===== src/rtl/alu_exec_unit.sv =====
// alu_exec_unit: handshaked ALU with single-cycle ops, bit-serial shifts
// and an optional iterative shift-add multiplier.
// Optional feature macro: ALU_EXEC_MUL_EN (enables MUL on alu_op 00 / opcode 1010).
module alu_exec_unit #(
    parameter int WIDTH = 16,
    parameter int SHW   = $clog2(WIDTH)
) (
    input  logic             clk,
    input  logic             rst,
    input  logic             in_valid,
    output logic             in_ready,
    input  logic [1:0]       alu_op,
    input  logic [3:0]       opcode,
    input  logic [WIDTH-1:0] src_a,
    input  logic [WIDTH-1:0] src_b,
    output logic             out_valid,
    input  logic             out_ready,
    output logic [WIDTH-1:0] result,
    output logic             zero
);

    // Counter wide enough to hold WIDTH itself (multiplier iteration count).
    localparam int CW = SHW + 1;

    typedef enum logic [1:0] {
        S_IDLE  = 2'd0,
        S_SHIFT = 2'd1,
        S_HOLD  = 2'd2
`ifdef ALU_EXEC_MUL_EN
        ,
        S_MUL   = 2'd3
`endif
    } state_e;

    typedef enum logic [3:0] {
        OP_ADD,
        OP_SUB,
        OP_NOT,
        OP_SHL,
        OP_SHR,
        OP_AND,
        OP_OR,
        OP_SLT
`ifdef ALU_EXEC_MUL_EN
        ,
        OP_MUL
`endif
    } op_e;

    state_e           state_q, state_d;
    logic [WIDTH-1:0] result_q, result_d;
    logic             zero_q, zero_d;
    logic [WIDTH-1:0] work_q, work_d;     // shift operand, or multiplier accumulator
    logic [CW-1:0]    count_q, count_d;
    logic             dir_q, dir_d;       // 1 = shift right
`ifdef ALU_EXEC_MUL_EN
    localparam logic [CW-1:0] MUL_CNT = CW'(WIDTH);
    logic [WIDTH-1:0] mcand_q, mcand_d;
    logic [WIDTH-1:0] mplier_q, mplier_d;
    logic [WIDTH-1:0] acc_sum;
`endif

    op_e              op;
    logic [SHW-1:0]   shamt;
    logic [WIDTH-1:0] alu_res;
    logic [WIDTH-1:0] shifted;
    logic             accept;

    assign shamt     = src_b[SHW-1:0];
    assign out_valid = (state_q == S_HOLD);
    assign in_ready  = !rst && ((state_q == S_IDLE) || ((state_q == S_HOLD) && out_ready));
    assign accept    = in_valid && in_ready;
    assign result    = result_q;
    assign zero      = zero_q;
    assign shifted   = dir_q ? (work_q >> 1) : (work_q << 1);
`ifdef ALU_EXEC_MUL_EN
    assign acc_sum   = mplier_q[0] ? (work_q + mcand_q) : work_q;
`endif

    // Decode the operation class and function select; anything unlisted is ADD.
    always_comb begin
        op = OP_ADD;
        if (alu_op == 2'b01) begin
            op = OP_SUB;
        end else if (alu_op == 2'b00) begin
            case (opcode)
                4'b0011: op = OP_SUB;
                4'b0100: op = OP_NOT;
                4'b0101: op = OP_SHL;
                4'b0110: op = OP_SHR;
                4'b0111: op = OP_AND;
                4'b1000: op = OP_OR;
                4'b1001: op = OP_SLT;
`ifdef ALU_EXEC_MUL_EN
                4'b1010: op = OP_MUL;
`endif
                default: op = OP_ADD;
            endcase
        end
    end

    // Single-cycle result; shifts here only matter for k==0 (returns src_a).
    always_comb begin
        case (op)
            OP_SUB:  alu_res = src_a - src_b;
            OP_NOT:  alu_res = ~src_a;
            OP_SHL:  alu_res = src_a << shamt;
            OP_SHR:  alu_res = src_a >> shamt;
            OP_AND:  alu_res = src_a & src_b;
            OP_OR:   alu_res = src_a | src_b;
            OP_SLT:  alu_res = {{(WIDTH-1){1'b0}}, ($signed(src_a) < $signed(src_b))};
            default: alu_res = src_a + src_b;
        endcase
    end

    // Next-state and datapath: accept from IDLE/HOLD, iterate in SHIFT/MUL.
    always_comb begin
        state_d  = state_q;
        result_d = result_q;
        zero_d   = zero_q;
        work_d   = work_q;
        count_d  = count_q;
        dir_d    = dir_q;
`ifdef ALU_EXEC_MUL_EN
        mcand_d  = mcand_q;
        mplier_d = mplier_q;
`endif
        case (state_q)
            S_IDLE, S_HOLD: begin
                if (accept) begin
                    if ((op == OP_SHL || op == OP_SHR) && (shamt != '0)) begin
                        state_d = S_SHIFT;
                        work_d  = src_a;
                        count_d = {1'b0, shamt};
                        dir_d   = (op == OP_SHR);
`ifdef ALU_EXEC_MUL_EN
                    end else if (op == OP_MUL) begin
                        state_d  = S_MUL;
                        work_d   = '0;
                        mcand_d  = src_a;
                        mplier_d = src_b;
                        count_d  = MUL_CNT;
`endif
                    end else begin
                        state_d  = S_HOLD;
                        result_d = alu_res;
                        zero_d   = (alu_res == '0);
                    end
                end else if (state_q == S_HOLD && out_ready) begin
                    state_d = S_IDLE;
                end
            end
            S_SHIFT: begin
                work_d  = shifted;
                count_d = count_q - CW'(1);
                if (count_q == CW'(1)) begin
                    state_d  = S_HOLD;
                    result_d = shifted;
                    zero_d   = (shifted == '0);
                end
            end
`ifdef ALU_EXEC_MUL_EN
            S_MUL: begin
                work_d   = acc_sum;
                mcand_d  = mcand_q << 1;
                mplier_d = mplier_q >> 1;
                count_d  = count_q - CW'(1);
                if (count_q == CW'(1)) begin
                    state_d  = S_HOLD;
                    result_d = acc_sum;
                    zero_d   = (acc_sum == '0);
                end
            end
`endif
            default: state_d = S_IDLE;
        endcase
    end

    // State registers; reset discards any in-flight or held operation.
    always_ff @(posedge clk) begin
        if (rst) begin
            state_q  <= S_IDLE;
            result_q <= '0;
            zero_q   <= 1'b1;
            work_q   <= '0;
            count_q  <= '0;
            dir_q    <= 1'b0;
`ifdef ALU_EXEC_MUL_EN
            mcand_q  <= '0;
            mplier_q <= '0;
`endif
        end else begin
            state_q  <= state_d;
            result_q <= result_d;
            zero_q   <= zero_d;
            work_q   <= work_d;
            count_q  <= count_d;
            dir_q    <= dir_d;
`ifdef ALU_EXEC_MUL_EN
            mcand_q  <= mcand_d;
            mplier_q <= mplier_d;
`endif
        end
    end

endmodule


===== config.mk =====
export PLATFORM = sky130hd
export DESIGN_NAME = alu_exec_unit
export DESIGN_NICKNAME = d
export VERILOG_FILES = /design/src/rtl/alu_exec_unit.sv
export SDC_FILE = /design/constraint.sdc
export NUM_CORES = 1
export LEC_CHECK = 0
export CAP_MARGIN = 20
export CORE_ASPECT_RATIO = 0.9
export CORE_MARGIN = 2
export CORE_UTILIZATION = 25
export CTS_CLUSTER_SIZE = 30
export DETAILED_ROUTE_END_ITERATION = 10
export PLACE_DENSITY = 0.53
export SLEW_MARGIN = 20
export SYNTH_ARGS = -nofsm -noshare
export SYNTH_HDL_FRONTEND = slang
export SYNTH_SLANG_ARGS = --single-unit

===== constraint.sdc =====
create_clock -name clk -period 9.9 [get_ports clk]
set_input_delay 2.97 -clock clk [delete_from_list [all_inputs] [get_ports clk]]
set_output_delay 2.97 -clock clk [all_outputs]
set_load 0.01 [all_outputs]

# ---- Word level (Yosys, flattened, before mapping)
# Index checks and enable logic that the tools add are counted.
dict set report op_classes {
  add_sub_neg 3
  order_cmp 1
  n_eq_ne 23
  shift 2
  mux 24
  bitwise 3
  reduce_logical 18
}
# cell n
set op_table {}
lappend op_table {{16-bit case mux with 7 select lines} 1}
lappend op_table {{16-bit two-way mux} 6}
lappend op_table {{16-bit case mux with 2 select lines} 2}
lappend op_table {{4-bit by 3-bit == test with 1-bit output, second input constant} 8}
lappend op_table {{16-bit zero test} 2}
lappend op_table {{3-bit case mux with 7 select lines} 1}
lappend op_table {{16-bit adder} 1}
lappend op_table {{16-bit bitwise AND} 1}
lappend op_table {{16-bit < comparator} 1}
lappend op_table {{16-bit NOT} 1}
lappend op_table {{16-bit bitwise OR} 1}
lappend op_table {{16-bit by 4-bit left shift with 16-bit output} 1}
lappend op_table {{16-bit by 4-bit >> shifter with 16-bit output} 1}
lappend op_table {{16-bit subtractor} 1}
lappend op_table {{4-bit by 2-bit == test with 1-bit output, second input constant} 3}
lappend op_table {{5-bit two-way mux} 2}
lappend op_table {{5-bit case mux with 2 select lines} 1}
lappend op_table {{4-bit == test, second input constant} 2}
lappend op_table {{2-bit two-way mux} 4}
lappend op_table {{2-bit inequality test, second input constant} 4}
lappend op_table {{3-bit AND reduction} 2}
lappend op_table {{5-bit by 1-bit == test with 1-bit output, second input constant} 1}
lappend op_table {{5-bit by 1-bit subtractor with 5-bit output, second input constant} 1}
lappend op_table {{2-bit by 1-bit == test with 1-bit output, second input constant} 2}
lappend op_table {{other kinds (17)} 24}
dict set report totals {
  reg_bits 41
  input_bits 42
  output_inout_bits 19
  word_cells 80
}

# ---- Logic depth before layout (Yosys ltp)
# Gate-level depths: netlist (run 1).
dict set report depth {
  ltp_word 10
  mapped_depth 14
  mapped_depth_nobuf 14
}

# ---- Worst setup path before layout (run 1)
# OpenSTA, ideal clock, no wires.
dict set report synth_path {
  path_type {input-to-output}
  start {in rst}
  end {out in_ready}
  arrival_time_ns 3.480
  required_time_ns 6.930
  setup_slack_ns 3.450
  stages 2
  path_buffers 1
  path_cell_list {clkbuf_1 > nor3_1}
}
dict set report synth_between {
  elab_chain_cells 2
}
# item line_no
set synth_lines {}
lappend synth_lines {{start, declared} 9} ;# input logic rst,
lappend synth_lines {{1-bit zero test} 71} ;# assign in_ready = !rst && ((state_q == S_IDLE) || ((state_q == S_HOLD) && out_ready));
lappend synth_lines {{1-bit logical AND} 71}
lappend synth_lines {{end, declared} 11} ;# output logic in_ready,
# Every way passes these cells.

# ---- Worst setup path after layout (run 1)
dict set report layout_path {
  start {in src_b[2]}
  end {reg zero_q (netlist: zero)}
}
dict set report layout_between {
  elab_chain_cells 6
  elab_cells_between_ends 16
  classes_between {2 x add/sub; 1 x order compare; 1 x eq/ne; 2 x shift; 4 x mux; 2 x bitwise; 4 x reduce/logical}
}
# item line_no
set layout_lines {}
lappend layout_lines {{start, declared} 15} ;# input logic [WIDTH-1:0] src_b,
lappend layout_lines {{16-bit adder, or another cell as far along} 112} ;# default: alu_res = src_a + src_b;
lappend layout_lines {{16-bit case mux with 7 select lines} 104} ;# case (op)
lappend layout_lines {{16-bit zero test} 147} ;# zero_d = (alu_res == '0);
lappend layout_lines {{1-bit two-way mux} 131} ;# if ((op == OP_SHL || op == OP_SHR) && (shamt != '0)) begin
lappend layout_lines {{1-bit two-way mux} 130} ;# if (accept) begin
lappend layout_lines {{1-bit case mux with 2 select lines} 128} ;# case (state_q)
lappend layout_lines {{end signal, assigned} 195} ;# zero_q <= zero_d;
lappend layout_lines {{end, declared} 52} ;# logic zero_q, zero_d;
# Parallel ways exist; a longest one is shown, timed or not. The select of a mux whose other input is x is not followed.
# A chain may end at the register's enable or synchronous reset.

==> results.sh, run 1 <==
export IMPL_num_vias=6802
export IMPL_whs_ps=448
export IMPL_cts_buffer_depth=2
export IMPL_place_area_sq_mm=0.00698
export IMPL_grt_busiest_layer="met2"
export IMPL_final_setup_viol_count=0
export IMPL_dieHeight_microns=153
export IMPL_insertion_delay_ps=290
export IMPL_hp_class="register to register"
export IMPL_fin_crit_ps=7740
export IMPL_synth_largest_area_cell="dfxtp_1"
export IMPL_ant_nets=0
export IMPL_synth_fp_nets=916
export IMPL_end_kind="register"
export IMPL_rr_startpoint="count_q[1]$_SDFFE_PP0P_"
export IMPL_track_usage=0.187
export IMPL_synth_async_reset_ratio=0
export IMPL_row_count=54
export IMPL_clock_sinks=41
export IMPL_drc=0
export IMPL_rsz0062_at_grt="no"
export IMPL_critPathLaunchType="input port"
export IMPL_avgSynthCellArea_sq_um=7.55
export IMPL_rr_worst_depth=11
export IMPL_timing_slew_headroom=0.308
export IMPL_drive_gt1_frac=0.0861
export IMPL_tns_ps=0
export IMPL_status="finished, final reports clean"
export IMPL_critPathKind="input port to register"
export IMPL_stdcell_area_sq_mm=0.00715
export IMPL_worstPathArrival_ps=7960
export IMPL_cts_max_level=2
export IMPL_power_uw=671
export IMPL_multiInputGateArea_sq_mm=0.00488
export IMPL_timing_max_cap_violations=0
export IMPL_routed_wl_mm=24.7
export IMPL_place_inst=1136
export IMPL_cts_made_buffers=5
export IMPL_synth_area_sq_mm=0.00620
export IMPL_dieArea_sq_mm=0.0261
export IMPL_clock_fmax_mhz=129
export IMPL_ir_drop_v=0.0000514
export IMPL_die_x_microns=170
export IMPL_met2_usage=0.281
export IMPL_initial_core_util=0.255
export IMPL_synth_top_cells_by_count="100 x nor2_1, 55 x nand2_1, 54 x a21oi_1, 51 x ha_1, 50 x inv_1"
export IMPL_synthCells=821
export IMPL_portBuffers=60
export IMPL_regArea_sq_um=821
export IMPL_antenna_found_initial=0
export IMPL_synth_top_area_share=0.132
export IMPL_seq_area_frac_synth=0.132
export IMPL_critPathRequiredTime_ps=10110
export IMPL_fillers=2661
export IMPL_diodes=0
export IMPL_cpMostUsedCell="nand4_1"
export IMPL_ys_ff_latch=41
export IMPL_cts_tree="built"
export IMPL_wl_per_cell_microns=21.6
export IMPL_met3_usage=0.0337
export IMPL_r2r_setup_slack_ps=6770
export IMPL_slowest_delay_ps=1090
export IMPL_first_iter_violations=866
export IMPL_yosys_warnings=0
export IMPL_tightest_slew_ps=1040
export IMPL_root_buffer="clkbuf_16"
export IMPL_post_synth_top_count_cell="nor2_1"
export IMPL_postCtsSetupBuffers=0
export IMPL_globalRouteOverflowTotal=0
export IMPL_yosysUniqueCellTypes=83
export IMPL_hold_violations=0
export IMPL_core_area_sq_mm=0.0243
export IMPL_min_path_cells=2
export IMPL_postCtsHoldBufs=0
export IMPL_gp_congestion=0.996
export IMPL_whs_endpoint="result[5]$_SDFFE_PP0P_"
export IMPL_avgViaCountPerCell=5.95
export IMPL_cp_max_fo=24
export IMPL_grtUsageMet1=0.271
export IMPL_grt_pass1_vias=6340
export IMPL_ios=61
export IMPL_grt_pass1_wl_mm=38.2
export IMPL_leakagePower_nw=2.67
export IMPL_holdCritStartpoint="result[5]$_SDFFE_PP0P_"
export IMPL_drv_slew=0
export IMPL_ctsResizeCount=0
export IMPL_final_nets=930
export IMPL_r2r_end="zero$_SDFFE_PP1P_"
export IMPL_skew_ps=9.26
export IMPL_clk_pin_slew_ps=60
export IMPL_area_delta_synth_final_pct=15.4
export IMPL_hpwl_mm=18.4
export IMPL_grt_max_degree=55
export IMPL_cp_cell_sequence="clkdlybuf4s50_1 > clkinv_1 > ha_1 > a211oi_1 > o21bai_1 > a2111oi_0 > o211a_1 > a221o_1 > nand3b_1 > nand4_1 > nor4_2 > nand4_1 > o31ai_2"
export IMPL_synthFlopType="dfxtp_1"
export IMPL_detail_route_first_pass_iterations=6
export IMPL_synth_edff_count=0
export IMPL_synth_area_top_cells="dfxtp_1 13%, ha_1 10%, mux4_2 6.2%"
export IMPL_p_per_area_mw_per_mm2=93.8
export IMPL_fin_crit_sh=0.782
export IMPL_crit_path_top_delay_cell="clkdlybuf4s50_1"
export IMPL_layout_cells_non_filler=1144
## worst max-delay path, delay by kind of cell
kind,cells,cell delay (ps)
buffers and inverters,2,1910
AO/OA/AOI/OAI,6,1730
AND/OR/NAND/NOR,4,700
adder cells (fa/ha/maj),1,650
## layout make-up
class	count	share of cell area
Timing Repair Buffer	74	0.0978
Tap cell	308	0.0539
Inverter	52	0.0273
Clock buffer	7	0.0199
Sequential cell	41	0.115
Clock inverter	1	0.00420
Multi-Input combinational cell	661	0.682
## through the flow
step / setup slack [ps] / utilization
3_5_place_dp: 2010 / 0.287
3_3_place_gp: 2100 / 0.287
6_report: 2160 / 0.294
2_1_floorplan: 3450 / -
5_1_grt: 1760 / 0.294
4_1_cts: 2290 / 0.294
## worst max path at each step
stage | startpoint | end | slack, ps | cells past startpoint
detailed placement | src_b[2] | zero$_SDFFE_PP1P_ | 2010 | 13
CTS | src_b[2] | zero$_SDFFE_PP1P_ | 2290 | 13
floorplan | rst | in_ready | 3450 | 2
global route | src_b[2] | zero$_SDFFE_PP1P_ | 1760 | 13
finish | src_b[2] | zero$_SDFFE_PP1P_ | 2160 | 13
global placement | src_b[2] | zero$_SDFFE_PP1P_ | 2100 | 13
## flip-flops by register name, indices dropped and copies added (netlist names)
name,count
zero,1
dir_q,1
state_q,2
result,16
count_q,5
work_q,16
## cells by family (layout without fill, tap and decap cells)
family	count (synthesis)	count (layout)	share of synthesized area
DFF	41	41	0.132
adders and majority gates	53	53	0.109
and+or+nand+nor	277	277	0.220
AOI/OAI and AO/OA	252	252	0.294
buffers and inverters	119	134	0.0800
xor gates and xnor gates	7	7	0.00989
muxes	72	72	0.154
## cells in the final DEF, fill, tap and decap left out, drive strengths merged, types with 19 or more instances in the layout
master	n
nand2	55
a21oi	54
nor2	100
clkdlybuf4s50	58
inv	51
o21ai	36
a211oi	21
mux2i	38
nand3	19
nor3	27
ha	51
dfxtp	41
## report_power, final
| group | leakage [nW] | switching (mW) | total [mW] | internal (mW) |
|---|---|---|---|---|
| registers | 0.333 | 0.00399 | 0.175 | 0.171 |
| clock network | 0.0841 | 0.0672 | 0.193 | 0.126 |
| logic | 2.26 | 0.182 | 0.303 | 0.121 |
## per-layer routing
layer / wire length [microns] / share of wire
met5: 0 / 0
met4: 743 / 0.030
met3: 1770 / 0.071
met2: 10600 / 0.43
met1: 11700 / 0.47
Note: power is estimated with default switching activity, not from simulation.
==> run 2: changes to the inputs <==
==> constraint.sdc (replaced) <==
create_clock -name clk -period 7.25 [get_ports clk]
set_input_delay 2.175 -clock clk [delete_from_list [all_inputs] [get_ports clk]]
set_output_delay 2.175 -clock clk [all_outputs]
set_load 0.01 [all_outputs]
==> run 2 against run 1 <==
Against the previous run:
- power increased by 31%
- clock power increased by 18%
- final cell count increased by 0.52%
- setup slack got worse by 780 ps
- sequential share of layout area about the same
- via count decreased by 0.84%
- sequential power increased by 37%
- clock skew about the same
- wire length decreased by 0.56%
- clock-buffer cell count decreased by 2
- utilization increased by 0.057 points
- die area unchanged
- critical endpoint unchanged
- largest cell class unchanged
==> results.sh, run 2 (synthesis gave the netlist of run 1 again) <==
export IMPL_fin_crit_ps=5880
export IMPL_postCtsSetupBuffers=0
export IMPL_clock_sinks=41
export IMPL_r2r_end="zero$_SDFFE_PP1P_"
export IMPL_wl_per_cell_microns=21.4
export IMPL_dieArea_sq_mm=0.0261
export IMPL_place_area_sq_mm=0.00702
export IMPL_insertion_delay_ps=290
export IMPL_detail_route_first_pass_iterations=5
export IMPL_core_area_sq_mm=0.0243
export IMPL_timing_max_cap_violations=0
export IMPL_timing_slew_headroom=0.270
export IMPL_gp_congestion=0.956
export IMPL_portBuffers=60
export IMPL_status="finished, final reports clean"
export IMPL_critPathRequiredTime_ps=7460
export IMPL_cts_tree="built"
export IMPL_grt_pass1_vias=6341
export IMPL_drv_slew=0
export IMPL_routed_wl_mm=24.6
export IMPL_avgViaCountPerCell=5.87
export IMPL_worstPathArrival_ps=6090
export IMPL_postCtsHoldBufs=0
export IMPL_leakagePower_nw=2.69
export IMPL_final_setup_viol_count=0
export IMPL_min_path_cells=2
export IMPL_first_iter_violations=724
export IMPL_critPathLaunchType="input port"
export IMPL_clock_fmax_mhz=170
export IMPL_critPathKind="input port to register"
export IMPL_globalRouteOverflowTotal=0
export IMPL_tightest_slew_ps=1090
export IMPL_cts_made_buffers=5
export IMPL_antenna_found_initial=0
export IMPL_num_vias=6745
export IMPL_row_count=54
export IMPL_cts_max_level=2
export IMPL_endpoint="zero$_SDFFE_PP1P_"
export IMPL_ctsResizeCount=0
export IMPL_rr_worst_depth=11
export IMPL_grt_max_degree=42
export IMPL_slowest_delay_ps=690
export IMPL_ir_drop_v=0.0000764
export IMPL_ios=61
export IMPL_end_kind="register"
export IMPL_clk_pin_slew_ps=60
export IMPL_root_buffer="clkbuf_16"
export IMPL_cp_cell_sequence="clkdlybuf4s50_1 > ha_1 > fa_1 > a211oi_1 > o21bai_1 > a2111oi_0 > o211a_1 > a221o_1 > nand3b_1 > nand4_1 > nor4_2 > nand4_1 > o31ai_2"
export IMPL_area_delta_synth_final_pct=15.7
export IMPL_cp_startpoint="src_a[0]"
export IMPL_track_usage=0.188
export IMPL_cpMostUsedCell="nand4_1"
export IMPL_fin_ws_ps=1370
export IMPL_hold_violations=0
export IMPL_r2r_setup_slack_ps=4230
export IMPL_initial_core_util=0.255
export IMPL_drc=0
export IMPL_rr_startpoint="count_q[1]$_SDFFE_PP0P_"
export IMPL_layout_commonest_cell="nor2_1"
export IMPL_dpl_worst_slack_ps=1220
export IMPL_skew_ps=8.83
export IMPL_cts_buffer_depth=2
export IMPL_tns_ps=0
export IMPL_hpwl_mm=18.7
export IMPL_rsz0062_at_grt="no"
export IMPL_hp_class="register to register"
export IMPL_cp_max_fo=8
export IMPL_dieHeight_microns=153
export IMPL_die_x_microns=170
export IMPL_drive_gt1_frac=0.0950
export IMPL_final_cell_mix="99 x nor2_1, 58 x clkdlybuf4s50_1, 55 x nand2_1"
export IMPL_final_nets=936
export IMPL_stdcell_area_sq_mm=0.00717
export IMPL_grt_pass1_wl_mm=38.3
export IMPL_ant_nets=0
export IMPL_fin_crit_sh=0.810
export IMPL_crit_path_top_delay_cell="a2111oi_0"
export IMPL_p_per_area_mw_per_mm2=123
export IMPL_whs_ps=457
export IMPL_diodes=0
## run 2: through the flow
stage / total power [mW] / instances / utilization
final: 0.881 / 1150 / 0.295
after global routing: 0.929 / 1150 / 0.295
after CTS: 0.876 / 1150 / 0.295
after detailed placement: 0.648 / 1142 / 0.289
after global placement: 0.650 / 1142 / 0.289
after floorplan: 0.509 / 821 / -
## run 2: critical path: cells and delay by family
family | cells | cell delay [ps]
simple gates | 4 | 700
fa+ha+maj | 2 | 800
compound gates | 6 | 1870
buf+inv | 1 | 540
## run 2: worst min-delay path by stage
stage	startpoint	endpoint
finish	result[5]$_SDFFE_PP0P_	result[5]$_SDFFE_PP0P_
global route	work_q[0]$_SDFFE_PP0P_	work_q[0]$_SDFFE_PP0P_
CTS	result[5]$_SDFFE_PP0P_	result[5]$_SDFFE_PP0P_
detailed placement	result[5]$_SDFFE_PP0P_	result[5]$_SDFFE_PP0P_
global placement	work_q[0]$_SDFFE_PP0P_	work_q[0]$_SDFFE_PP0P_
floorplan	work_q[0]$_SDFFE_PP0P_	work_q[0]$_SDFFE_PP0P_
## run 2: cell type report
cell class	count	area, sq um
fillers	2653	17200
multi-input cells	661	4880
flip-flops and latches	41	821
repair buffers	80	741
well taps	308	385
inverters	52	195
clock buffers	5	125
clock inverters	3	17.5
## run 2: power breakdown
group          switching (mW)  internal (mW)
clock                   0.100          0.127
sequential            0.00535          0.233
combinational           0.248          0.167
total                   0.354          0.527
## run 2: routing by layer
metal	vias up	GRT usage	wire, microns
met5	-	0	0
met4	0	0.0501	721
met3	43	0.0417	1970
met2	321	0.280	10600
met1	3262	0.271	11300
li1	3119	-	-
==> run 3: changes to the inputs <==
--- a/config.mk
+++ b/config.mk
@@ -11,7 +11,7 @@
 export CORE_UTILIZATION = 25
 export CTS_CLUSTER_SIZE = 30
 export DETAILED_ROUTE_END_ITERATION = 10
-export PLACE_DENSITY = 0.53
+export PLACE_DENSITY = 0.55
 export SLEW_MARGIN = 20
 export SYNTH_ARGS = -nofsm -noshare
 export SYNTH_HDL_FRONTEND = slang
==> constraint.sdc (replaced) <==
create_clock -name clk -period 4.8 [get_ports clk]
set_input_delay 1.44 -clock clk [delete_from_list [all_inputs] [get_ports clk]]
set_output_delay 1.44 -clock clk [all_outputs]
set_load 0.01 [all_outputs]
==> run 3 against run 2 <==
Against the previous run:
- clock-buffer cell count grew 2
- critical path type unchanged
- die area is the same
- sequential share of layout area shrank 0.93 points
- first-iteration DRC count fell by 5.7%
- clock skew hardly changed
- global-route usage decreased by 0.18 points
- via count rose by 3.4%
- non-clock buffer count grew 70
- final cell count grew 6.1%
- largest power group unchanged
- final area rose by 8.9%
==> results.sh, run 3 (synthesis gave the netlist of run 1 again) <==
export IMPL_globalRouteOverflowTotal=0
export IMPL_num_vias=6977
export IMPL_cts_made_buffers=5
export IMPL_fin_crit_ps=4620
export IMPL_first_iter_violations=683
export IMPL_hold_violations=0
export IMPL_slowest_delay_ps=460
export IMPL_skew_ps=8.37
export IMPL_crit_path_top_delay_cell="clkdlybuf4s50_1"
export IMPL_clock_fmax_mhz=217
export IMPL_gp_congestion=0.956
export IMPL_fin_crit_sh=0.962
export IMPL_ant_nets=0
export IMPL_grt_max_degree=52
export IMPL_cp_num_buf_inv=4
export IMPL_postCtsSetupBuffers=0
export IMPL_grt_pass1_wl_mm=38.0
export IMPL_area_delta_synth_final_pct=25.9
export IMPL_cpLargestDelayFamily="compound AO/OA/AOI/OAI gates"
export IMPL_drv_slew=0
export IMPL_final_setup_viol_count=0
export IMPL_diodes=0
export IMPL_clock_sinks=41
export IMPL_p_per_area_mw_per_mm2=188
export IMPL_drc=0
export IMPL_portBuffers=60
export IMPL_timing_slew_headroom=0.348
export IMPL_dieArea_sq_mm=0.0261
export IMPL_dieHeight_microns=153
export IMPL_cts_buffer_depth=2
export IMPL_root_buffer="clkbuf_16"
export IMPL_cts_max_level=2
export IMPL_track_usage=0.186
export IMPL_ios=61
export IMPL_routed_wl_mm=24.7
export IMPL_critPathLaunchType="input port"
export IMPL_cts_tree="built"
export IMPL_hp_class="register to register"
export IMPL_final_nets=1006
export IMPL_wl_per_cell_microns=20.3
export IMPL_layout_commonest_cell="nor2_1"
export IMPL_cp_cell_sequence="clkdlybuf4s50_1 > inv_1 > ha_1 > inv_1 > fa_1 > nor2b_1 > o211ai_1 > nand3_1 > a311oi_2 > buf_4 > a221o_1 > o31ai_1 > a211o_1 > nor4_2 > nand4_1 > o31ai_2"
export IMPL_row_count=54
export IMPL_critPathRequiredTime_ps=5010
export IMPL_cp_max_fo=5
export IMPL_cpMostUsedCell="inv_1"
export IMPL_critPathKind="input port to register"
export IMPL_insertion_delay_ps=290
export IMPL_clk_pin_slew_ps=60
export IMPL_die_x_microns=170
export IMPL_tightest_slew_ps=977
export IMPL_ir_drop_v=0.000115
export IMPL_place_inst=1212
export IMPL_layout_cells_non_filler=1220
export IMPL_leakagePower_nw=3.08
export IMPL_antenna_found_initial=0
export IMPL_grt_pass1_vias=6462
export IMPL_core_area_sq_mm=0.0243
export IMPL_avgViaCountPerCell=5.72
export IMPL_hpwl_mm=19.3
export IMPL_end_kind="register"
export IMPL_power_mw=1.47
export IMPL_final_cell_mix="99 x nor2_1, 85 x buf_4, 57 x clkdlybuf4s50_1"
export IMPL_worstPathArrival_ps=4830
export IMPL_drive_gt1_frac=0.167
export IMPL_initial_core_util=0.255
export IMPL_detail_route_first_pass_iterations=5
export IMPL_status="finished, final reports clean"
export IMPL_r2r_setup_slack_ps=2050
export IMPL_timing_max_cap_violations=0
run 3: per-layer routing:
metal  vias to the layer above  track usage  share of wire  routed length [microns]
li1                       3258            -              -                        -
met1                      3341        0.271           0.46                    11400
met2                       331        0.275           0.43                    10500
met3                        47       0.0365          0.083                     2060
met4                         0       0.0545          0.029                      720
met5                         -            0              0                        0
run 3: layout make-up:
class | count | area (sq um)
repair buffers | 150 | 1330
clock inverters | 1 | 30.0
multi-input cells | 661 | 4900
clock buffers | 7 | 143
fillers | 2611 | 16500
inverters | 52 | 195
flip-flops and latches | 41 | 821
well taps | 308 | 385
run 3: tightest hold or removal path: stages, from the launching register on:
cell and delay [ps]:
dfxtp_1 300, nand2_1 50, a21oi_1 50
run 3: worst paths after layout:
| kind | startpoint | endpoint | depth (start not counted) |
|---|---|---|---|
| worst max-delay path | src_a[0] | zero$_SDFFE_PP1P_ | 16 |
| worst min-delay path | result[5]$_SDFFE_PP0P_ | result[5]$_SDFFE_PP0P_ | 2 |
| worst min register to register | result[5]$_SDFFE_PP0P_ | result[5]$_SDFFE_PP0P_ | 2 |
| worst max register to register | state_q[0]$_SDFFE_PP0P_ | zero$_SDFFE_PP1P_ | 10 |
run 3: timing repair:
action | CTS | global route
resized for setup | 0 | 4
hold buffers | 0 | 0
endpoints found under the setup margin | 0 | 2
run 3: per-stage QoR:
stage          area, sq um  utilization  hold slack (ps)  setup slack [ps]  setup TNS [ps]
6_report              7800        0.321              452               184               0
5_1_grt               7800        0.321              481            -0.661          -0.661
4_1_cts               7790        0.320              457               173               0
3_5_place_dp          7610        0.313              449              -105            -110
3_3_place_gp          7610        0.313              444              -121            -138
2_1_floorplan         6200            -              436               336               0
run 3: where the power goes:
| part | internal, mW | switching (mW) | leakage, nW | total, mW |
|---|---|---|---|---|
| Sequential | 0.353 | 0.00893 | 0.333 | 0.362 |
| Combinational | 0.316 | 0.392 | 2.66 | 0.708 |
| Clock | 0.260 | 0.137 | 0.0841 | 0.397 |
